<file path="src/rtl/variable_pkg.sv">
// Shared game constants, player encodings and the turn/throw state type.
package variable_pkg;

    localparam int unsigned POS_W    = 12;
    localparam int unsigned POWER_W  = 6;
    localparam int unsigned TICK_W   = 20;
    localparam int unsigned FLIGHT_W = 28;
    localparam int unsigned LOCK_W   = 25;

    localparam logic [1:0] NOBODY   = 2'b00;
    localparam logic [1:0] PLAYER_1 = 2'b01;
    localparam logic [1:0] PLAYER_2 = 2'b10;

    localparam int unsigned P1_X_MIN  = 40;
    localparam int unsigned P1_X_MAX  = 140;
    localparam int unsigned P2_X_MIN  = 884;
    localparam int unsigned P2_X_MAX  = 984;
    localparam int unsigned TGT_Y_MIN = 660;

    typedef enum logic [2:0] {
        IDLE,
        AIM,
        CHARGE,
        FLIGHT,
        LANDED
    } throw_state_t;

endpackage

</file>
<file path="src/rtl/btn_edge.sv">
// Registers the fire button and flags its rising and falling edges.
module btn_edge (
    input  logic clk60MHz,
    input  logic rst,
    input  logic btn,
    output logic press_c,
    output logic release_c
);

    logic btn_q;
    logic btn_prev;

    always_ff @(posedge clk60MHz) begin
        if (rst) begin
            btn_q    <= 1'b0;
            btn_prev <= 1'b0;
        end else begin
            btn_q    <= btn;
            btn_prev <= btn_q;
        end
    end

    assign press_c   = btn_q & ~btn_prev;
    assign release_c = ~btn_q & btn_prev;

endmodule

</file>
<file path="src/rtl/throw_ctrl.sv">
// Turn and throw sequencer: charges power, times the flight, detects the end and swaps turns.
module throw_ctrl
    import variable_pkg::*;
#(
    parameter int unsigned GROUND_Y     = 768,
    parameter int unsigned SCREEN_W     = 1024,
    parameter int unsigned POWER_TICK   = 600000,
    parameter int unsigned ARM_DELAY    = 4,
    parameter int unsigned MAX_FLIGHT   = 180000000,
    parameter int unsigned SWITCH_DELAY = 30000000
) (
    input  logic               clk60MHz,
    input  logic               rst,
    input  logic               start_game,
    input  logic               fire_btn,
    input  logic [POS_W-1:0]   xpos_prebuff,
    input  logic [POS_W-1:0]   ypos_prebuff,
    output logic [1:0]         current_player,
    output logic [POWER_W-1:0] power,
    output logic               throw_flag,
    output logic               in_throw_flag,
    output logic               end_throw,
    output logic               hit_p1,
    output logic               hit_p2
);

    throw_state_t        state_q, state_nxt;
    logic [TICK_W-1:0]   tick_q, tick_nxt;
    logic [FLIGHT_W-1:0] flight_q, flight_nxt;
    logic [LOCK_W-1:0]   lock_q, lock_nxt;
    logic [1:0]          player_nxt;
    logic [POWER_W-1:0]  power_nxt;
    logic                throw_flag_nxt, in_throw_nxt, end_throw_nxt, hit_p1_nxt, hit_p2_nxt;

    logic               press_c, release_c;
    logic [POS_W-1:0]   tgt_min_c, tgt_max_c;
    logic               armed_c, hit_c, miss_c, timeout_c, end_c, lock_done_c;

    btn_edge u_btn_edge (
        .clk60MHz  (clk60MHz),
        .rst       (rst),
        .btn       (fire_btn),
        .press_c   (press_c),
        .release_c (release_c)
    );

    // The thrower aims at the opponent's box.
    assign tgt_min_c = (current_player == PLAYER_1) ? POS_W'(P2_X_MIN) : POS_W'(P1_X_MIN);
    assign tgt_max_c = (current_player == PLAYER_1) ? POS_W'(P2_X_MAX) : POS_W'(P1_X_MAX);

    assign armed_c     = flight_q >= FLIGHT_W'(ARM_DELAY);
    assign hit_c       = armed_c && (xpos_prebuff >= tgt_min_c) && (xpos_prebuff <= tgt_max_c)
                         && (ypos_prebuff >= POS_W'(TGT_Y_MIN));
    assign miss_c      = armed_c && ((ypos_prebuff >= POS_W'(GROUND_Y))
                         || (xpos_prebuff >= POS_W'(SCREEN_W)));
    assign timeout_c   = flight_q == FLIGHT_W'(MAX_FLIGHT - 1);
    assign end_c       = hit_c || miss_c || timeout_c;
    assign lock_done_c = lock_q == LOCK_W'(SWITCH_DELAY - 1);

    always_ff @(posedge clk60MHz) begin
        if (rst) begin
            state_q        <= IDLE;
            tick_q         <= '0;
            flight_q       <= '0;
            lock_q         <= '0;
            current_player <= NOBODY;
            power          <= '0;
            throw_flag     <= 1'b0;
            in_throw_flag  <= 1'b0;
            end_throw      <= 1'b0;
            hit_p1         <= 1'b0;
            hit_p2         <= 1'b0;
        end else begin
            state_q        <= state_nxt;
            tick_q         <= tick_nxt;
            flight_q       <= flight_nxt;
            lock_q         <= lock_nxt;
            current_player <= player_nxt;
            power          <= power_nxt;
            throw_flag     <= throw_flag_nxt;
            in_throw_flag  <= in_throw_nxt;
            end_throw      <= end_throw_nxt;
            hit_p1         <= hit_p1_nxt;
            hit_p2         <= hit_p2_nxt;
        end
    end

    always_comb begin
        state_nxt = state_q;
        case (state_q)
            IDLE:    if (start_game)  state_nxt = AIM;
            AIM:     if (press_c)     state_nxt = CHARGE;
            CHARGE:  if (release_c)   state_nxt = FLIGHT;
            FLIGHT:  if (end_c)       state_nxt = LANDED;
            LANDED:  if (lock_done_c) state_nxt = AIM;
            default:                  state_nxt = IDLE;
        endcase
    end

    // Next values of the registered outputs and counters; pulses default low.
    always_comb begin
        tick_nxt       = tick_q;
        flight_nxt     = flight_q;
        lock_nxt       = lock_q;
        player_nxt     = current_player;
        power_nxt      = power;
        throw_flag_nxt = 1'b0;
        in_throw_nxt   = in_throw_flag;
        end_throw_nxt  = 1'b0;
        hit_p1_nxt     = 1'b0;
        hit_p2_nxt     = 1'b0;
        case (state_q)
            IDLE: begin
                if (start_game) player_nxt = PLAYER_1;
            end
            AIM: begin
                if (press_c) begin
                    power_nxt = POWER_W'(1);
                    tick_nxt  = '0;
                end
            end
            CHARGE: begin
                if (release_c) begin
                    throw_flag_nxt = 1'b1;
                    in_throw_nxt   = 1'b1;
                    flight_nxt     = '0;
                end else if (tick_q == TICK_W'(POWER_TICK - 1)) begin
                    tick_nxt = '0;
                    if (power != '1) power_nxt = power + POWER_W'(1);
                end else begin
                    tick_nxt = tick_q + TICK_W'(1);
                end
            end
            FLIGHT: begin
                if (end_c) begin
                    end_throw_nxt = 1'b1;
                    in_throw_nxt  = 1'b0;
                    hit_p1_nxt    = hit_c && (current_player == PLAYER_2);
                    hit_p2_nxt    = hit_c && (current_player == PLAYER_1);
                    lock_nxt      = '0;
                end else begin
                    flight_nxt = flight_q + FLIGHT_W'(1);
                end
            end
            LANDED: begin
                if (lock_done_c) begin
                    player_nxt = (current_player == PLAYER_1) ? PLAYER_2 : PLAYER_1;
                end else begin
                    lock_nxt = lock_q + LOCK_W'(1);
                end
            end
            default: ;
        endcase
    end

endmodule

</file>
<file path="config.mk">
export PLATFORM = sky130hd
export DESIGN_NAME = throw_ctrl
export DESIGN_NICKNAME = d
export VERILOG_FILES = /design/src/rtl/variable_pkg.sv /design/src/rtl/btn_edge.sv /design/src/rtl/throw_ctrl.sv
export SDC_FILE = /design/constraint.sdc
export NUM_CORES = 1
export LEC_CHECK = 0
export BUFFER_PORTS_ARGS = -buffer_cell sky130_fd_sc_hd__buf_4
export CAP_MARGIN = 20
export CORE_MARGIN = 8
export CORE_UTILIZATION = 50
export CTS_BUF_LIST = sky130_fd_sc_hd__clkbuf_4
export DETAILED_ROUTE_END_ITERATION = 7
export GPL_TIMING_DRIVEN = 0
export PLACE_DENSITY = 0.8
export SLEW_MARGIN = 15
export SYNTH_ARGS = -nofsm -noshare
export SYNTH_HDL_FRONTEND = slang
export SYNTH_SLANG_ARGS = --single-unit
</file>
<file path="constraint.sdc">
create_clock -name clk60MHz -period 4.3 [get_ports clk60MHz]
set_clock_uncertainty 0.1 [all_clocks]
set_input_delay 0.645 -clock clk60MHz [delete_from_list [all_inputs] [get_ports clk60MHz]]
set_output_delay 0.645 -clock clk60MHz [all_outputs]
set_load 0.03 [all_outputs]
</file>
---- Yosys cells after proc, flatten, opt, wreduce, memory -nomap -nowiden ----
Index checks and enable logic that the tools add are counted.
cells by class
  $add $sub $neg .......................... 4
  magnitude comparators ................... 6
  eq/ne operators ......................... 20
  mux-type cells .......................... 32
  bitwise logic cells ..................... 7
  reductions and logical operators ........ 24
operator list
  cell                     number
  $mux W20                 3
  $mux W28                 2
  $pmux W28 S2             1
  $mux W25                 2
  $pmux W25 S2             1
  $pmux W20 S2             1
  $add A28 B1 Y28 const B  1
  $eq A28 B28 Y1 const B   1
  $ge A28 B3 Y1 const B    1
  $add A25 B1 Y25 const B  1
  $eq A25 B25 Y1 const B   1
  $ge A12 B10 Y1 const B   2
  $mux W6                  4
  $add A20 B1 Y20 const B  1
  $eq A20 B20 Y1 const B   1
  $mux W10                 2
  $ne A2 B2 Y1 const B     10
  $mux W3                  5
  $pmux W3 S5              1
  $reduce_and A3 Y1        5
  $ge A12 B10 Y1           1
  $ge A12 B11 Y1 const B   1
  $le A12 B10 Y1           1
  $pmux W6 S2              1
  other kinds (20)         43
storage, ports and cells
  register bits after elaboration ......... 91
  bits of input ports ..................... 28
  output and inout bits ................... 13
  logic and storage cells ................. 106

---- Logic depth before layout (Yosys ltp) ----
  word-level depth ........................ 10
  depth in mapped cells ................... 12
  gate-level depth less buffers ........... 10

---- By module ----
A second synthesis with hierarchy kept.
second synthesis, totals
  cell total of the unflattened synthesis .. 576
  area, all modules ....................... 4,782.1 sq um
by module, submodules not included
  module      instances  cells an instance  area each (sq um)  seq. area each (sq um)
  throw_ctrl  1          570                4,717.0            1,781.7
  btn_edge    1          6                  65.1               40.0

---- Worst setup path after synthesis ----
Ideal clock, no wire load.
  path type ............................... flip-flop to flip-flop
  start point ............................. register current_player[0]
  end point ............................... register lock_q[18]
  library setup time ...................... 0.070 ns
  arrival time ............................ 3.349 ns
  data required time ...................... 4.130 ns
  slack ................................... 0.780 ns
  stages on the path, launching flop included .. 12
  buffers on the path ..................... 1
  clock period less this slack ............ 3.520 ns
  cell sequence ........................... dfxtp_1 > nor2b_1 > clkinv_2 > ha_1 > a2111o_1 > a311oi_1 > o31ai_1 > a2111oi_4 > o21ai_2 > buf_2 > or4_1 > a21oi_1
on the way
  longest elaborated chain between the ends .. 10
  elaborated cells between the ends (all ways) .. 12
RTL lines
  item                                  line                                text
  start, declared                       throw_ctrl.sv:18                    output logic [1:0] current_player,
  start signal, assigned                throw_ctrl.sv:78                    current_player <= player_nxt;
  $eq A2 B1 Y1 (*)                      throw_ctrl.sv:48, throw_ctrl.sv:49
  $mux W10                              throw_ctrl.sv:48                    assign tgt_min_c = (current_player == PLAYER_1) ? POS_W'(P2_X_MIN) : POS_W'(P1_X_MIN);
  $ge A12 B10 Y1                        throw_ctrl.sv:52                    assign hit_c = armed_c && (xpos_prebuff >= tgt_min_c) && (xpos_prebuff <= tgt_max_c)
  $logic_and A1 B1 Y1                   throw_ctrl.sv:52
  $logic_and A1 B1 Y1 (*)               throw_ctrl.sv:52
  $logic_and A1 B1 Y1 (*)               throw_ctrl.sv:53                    && (ypos_prebuff >= POS_W'(TGT_Y_MIN));
  $logic_or A1 B1 Y1 (*) (2 in series)  throw_ctrl.sv:57                    assign end_c = hit_c || miss_c || timeout_c;
  $ne A2 B2 Y1 (no line) (*)            n/a
  $reduce_and A3 Y1 (no line) (*)       n/a
  end signal, assigned                  throw_ctrl.sv:77                    lock_q <= lock_nxt;
  end, declared                         throw_ctrl.sv:30                    logic [LOCK_W-1:0] lock_q, lock_nxt;
Mark *: on every way between the ends. The rest lies on a longest branch, timed or not.
A chain may end at the register's enable or synchronous reset.

---- Final worst setup path ----
  start point ............................. register current_player[0]
  end point ............................... register lock_q[2]
Same word-level chain as after synthesis.

==> summary.md <==
| Metric | Value |
|---|---|
| Max Cap Viol | 0 |
| Prevailing post-synth register cell | dfxtp_1 |
| Syn Nets | 628 |
| Initial antenna violation count | 0 |
| Pin count of the biggest net entering global routing | 14 |
| Fin util | 0.574 |
| Avg Cell Area, Syn | 8.04 um^2 |
| Sequential share of power | 0.568 |
| Crit-path max FO | 10 |
| CTS tree | done |
| Die H | 114 um |
| Sw Pwr | 0.458 mW |
| Max VDD drop | approximately 0.00024 V |
| Total gr overflow | 0 |
| Yosys reg bits | between 90 and 100 |
| Clock transition at path regs | 0.13 ns |
| Antenna viol nets, final | 0 |
| Post-synth top cells | dfxtp_1, nor2_1, a21oi_1 |
| Final WL | 12.0 mm |
| Ports | 41 |
| Internal cell power | 1.09 mW |
| Clk root buf | clkbuf_4 |
| Slew HR | 0.274 |
| Initial Util | 0.515 |
| Hold path cells | 2 |
| Setup Viol. Count Final | 0 |
| Setup TNS | 0 ns |
| Post-DP HPWL | 9.00 mm |
| H-tree Lvls | 3 |
| Largest area contributor in the netlist | dfxtp_1 |
| Post-CTS Resized | 0 |
| WL per Instance | 15.5 um |
| Hold path startpoint | fire_btn |
| HP Class | input pin to flop |
| Synth area leaders | dfxtp_1, a21oi_1, nand3_1 |
| Global-route wire length before repair | 20.3 mm |
| Worst R2R Start | current_player[0] |
| Sw Ratio | 0.296 |
| CTS Buffer Depth | 2 |
| Vias | 4748 |
| Period utilization | 0.900 |
| Antenna cells | 0 |
| Tmin final | between 3 and 4 ns |
| Async S/R FF share, synth | 0 |
| Layout cell share with drive strength beyond 1 | 0.0980 |
| Core box area | 0.00924 mm^2 |
| Hold Path End | u_btn_edge.btn_q |
| 1st-iter DRT viols | between 200 and 300 |
| Top-count cell post-synth | dfxtp_1 |
| Worst EP arrival | 4.08 ns |
| # rows | 35 |
| Slew Limit Fails | 0 |
| Unrepaired setup endpoints after global routing | false |
| Crit path required time | 4.51 ns |
| Worst setup EP type | flop |
| PwrDens | 292 mW/mm^2 |
| Die span in x | 114 um |
| Buffers on Ports | 37 |
| Max Fclk | between 200 and 300 MHz |
| Slew @ Worst Pin | 1.08 ns |
| Comb pwr share | 0.170 |
| Final Hold Vio Count | 0 |
| Num CTS Buffers | 9 |
| P&R area growth vs syn | 11.5% |
| First drt pass iteration count | 4 |
| Clk_lat worst skew | around 0.43 ns |
| Final Wtd Congestion | 0.872 |
| Post-synth top area share | 0.383 |
| Cell variety after synth | 52 |
| Clock power frac | 0.263 |
| Warnings from Yosys | 0 |
| Worst r2r dst | lock_q[2] |
| Status | complete, no violations |
| Crit start category | flop |
| Synth Instances | roughly 600 |
| Critical path class | flop to flop |
| NumNets Final | 676 |
| R2R Setup Slk | 0.43 ns |
| Post-synth EDFFs | 0 |
| Die footprint | ~0.013 mm^2 |
| Reg2Reg Depth | 11 |
| Number of global-route vias before repair | approximately 4400 |
| CTS Hold Bufs | 0 |
| CTS Sinks | 91 |
| GRT Util Overall | 0.186 |
| Setup bufs post-CTS | 0 |
| Syn Std Cell Area | 0.00475 mm^2 |
| Average vias per placed instance | 6.15 |
| DR DRC count | 0 |
| Leak pwr | 1.79 nW |
| Post-synthesis sequential area ratio | 0.383 |
-- cells in the final DEF (no fill, tap or decap), types with 4 or more instances in the layout --
master and n:
dfxtp_1 91, nor2_1 50, a21oi_1 49, nand2_1 45, nand3_1 41, o21ai_0 38
buf_4 37, or3_1 30, and3_1 21, nand4_1 19, nor3_1 18, clkbuf_1 17
or4_1 17, nor4_1 16, xor2_1 13, clkbuf_4 12, o211ai_1 11, inv_1 9
nor2b_1 9, xnor2_1 9, o31ai_1 9, ha_1 9, o21a_1 6, buf_2 6
and4_1 5, and2_1 4, o31a_1 4
-- routing by layer --
metal	vias up	track usage	share of wire
li1	2315	-	-
met1	2258	0.241	0.47
met2	154	0.299	0.45
met3	21	0.0380	0.062
met4	0	0.0657	0.017
met5	-	0	0
-- cells by family (layout without fill, tap and decap cells) --
| group | after synthesis | count (layout) | share of synthesized area |
|---|---|---|---|
| xor+xnor | 22 | 22 | 0.0405 |
| fa+ha+maj | 9 | 9 | 0.0237 |
| mux | 2 | 2 | 0.00421 |
| flops | 91 | 91 | 0.383 |
| compound gates | 140 | 140 | 0.184 |
| buf+inv | 33 | 85 | 0.0279 |
| simple gates | 294 | 294 | 0.337 |
-- flip-flops by register name, indices dropped and copies added (netlist names) --
name                 flops
current_player           2
throw_flag               1
state_q                  3
lock_q                  25
power                    6
tick_q                  20
end_throw                1
hit_p1                   1
u_btn_edge.btn_q         1
u_btn_edge.btn_prev      1
hit_p2                   1
in_throw_flag            1
flight_q                28
-- worst max-delay path, stage by stage (launching register included) --
cell	delay (ns)
dfxtp_1	0.41
nor2b_1	0.23
clkinv_2	0.18
ha_1	0.32
a2111o_1	0.46
a311oi_1	0.22
o31ai_1	0.18
a2111o_1	0.44
a21oi_1	0.24
clkbuf_1	0.42
clkbuf_1	0.44
nor2_1	0.11
-- layout make-up --
class                           count  area (um^2)
Fill cell                         834         3940
Multi-Input combinational cell    467         2800
Sequential cell                    91         1820
Timing Repair Buffer               37          278
Tap cell                          129          161
Buffer                             23         93.8
Clock buffer                       12         90.1
Inverter                           10         38.8
Clock inverter                      3         16.3
-- power by group through the flow --
stage                     combinational (mW)  clock [mW]  sequential [mW]
after floorplan                        0.167           0            0.903
after global placement                 0.249           0            0.895
after detailed placement               0.257           0            0.896
after CTS                              0.261       0.412            0.878
after global routing                   0.293       0.448            0.881
final                                  0.262       0.406            0.878
-- how the worst max path moves through the flow --
stage                       endpoint               from
after floorplan           lock_q[18]  current_player[0]
after global placement     lock_q[4]  current_player[0]
after detailed placement  lock_q[17]  current_player[0]
after CTS                  lock_q[8]  current_player[0]
after global routing       lock_q[2]  current_player[0]
final                      lock_q[2]  current_player[0]
-- per-stage QoR --
stage | std cells | total power [mW] | setup slack (ns) | cell area [um^2] | hold WS, ns
finish | 772 | 1.55 | 0.431 | 5300 | 0.345
global route | 772 | 1.62 | 0.0542 | 5300 | 0.340
CTS | 772 | 1.55 | 0.445 | 5300 | 0.339
detailed placement | 757 | 1.15 | 0.457 | 5190 | 0.355
global placement | 757 | 1.14 | 0.585 | 5190 | 0.337
floorplan | 591 | 1.07 | 0.780 | 4750 | 0.353
(Power assumes the default switching activity.)
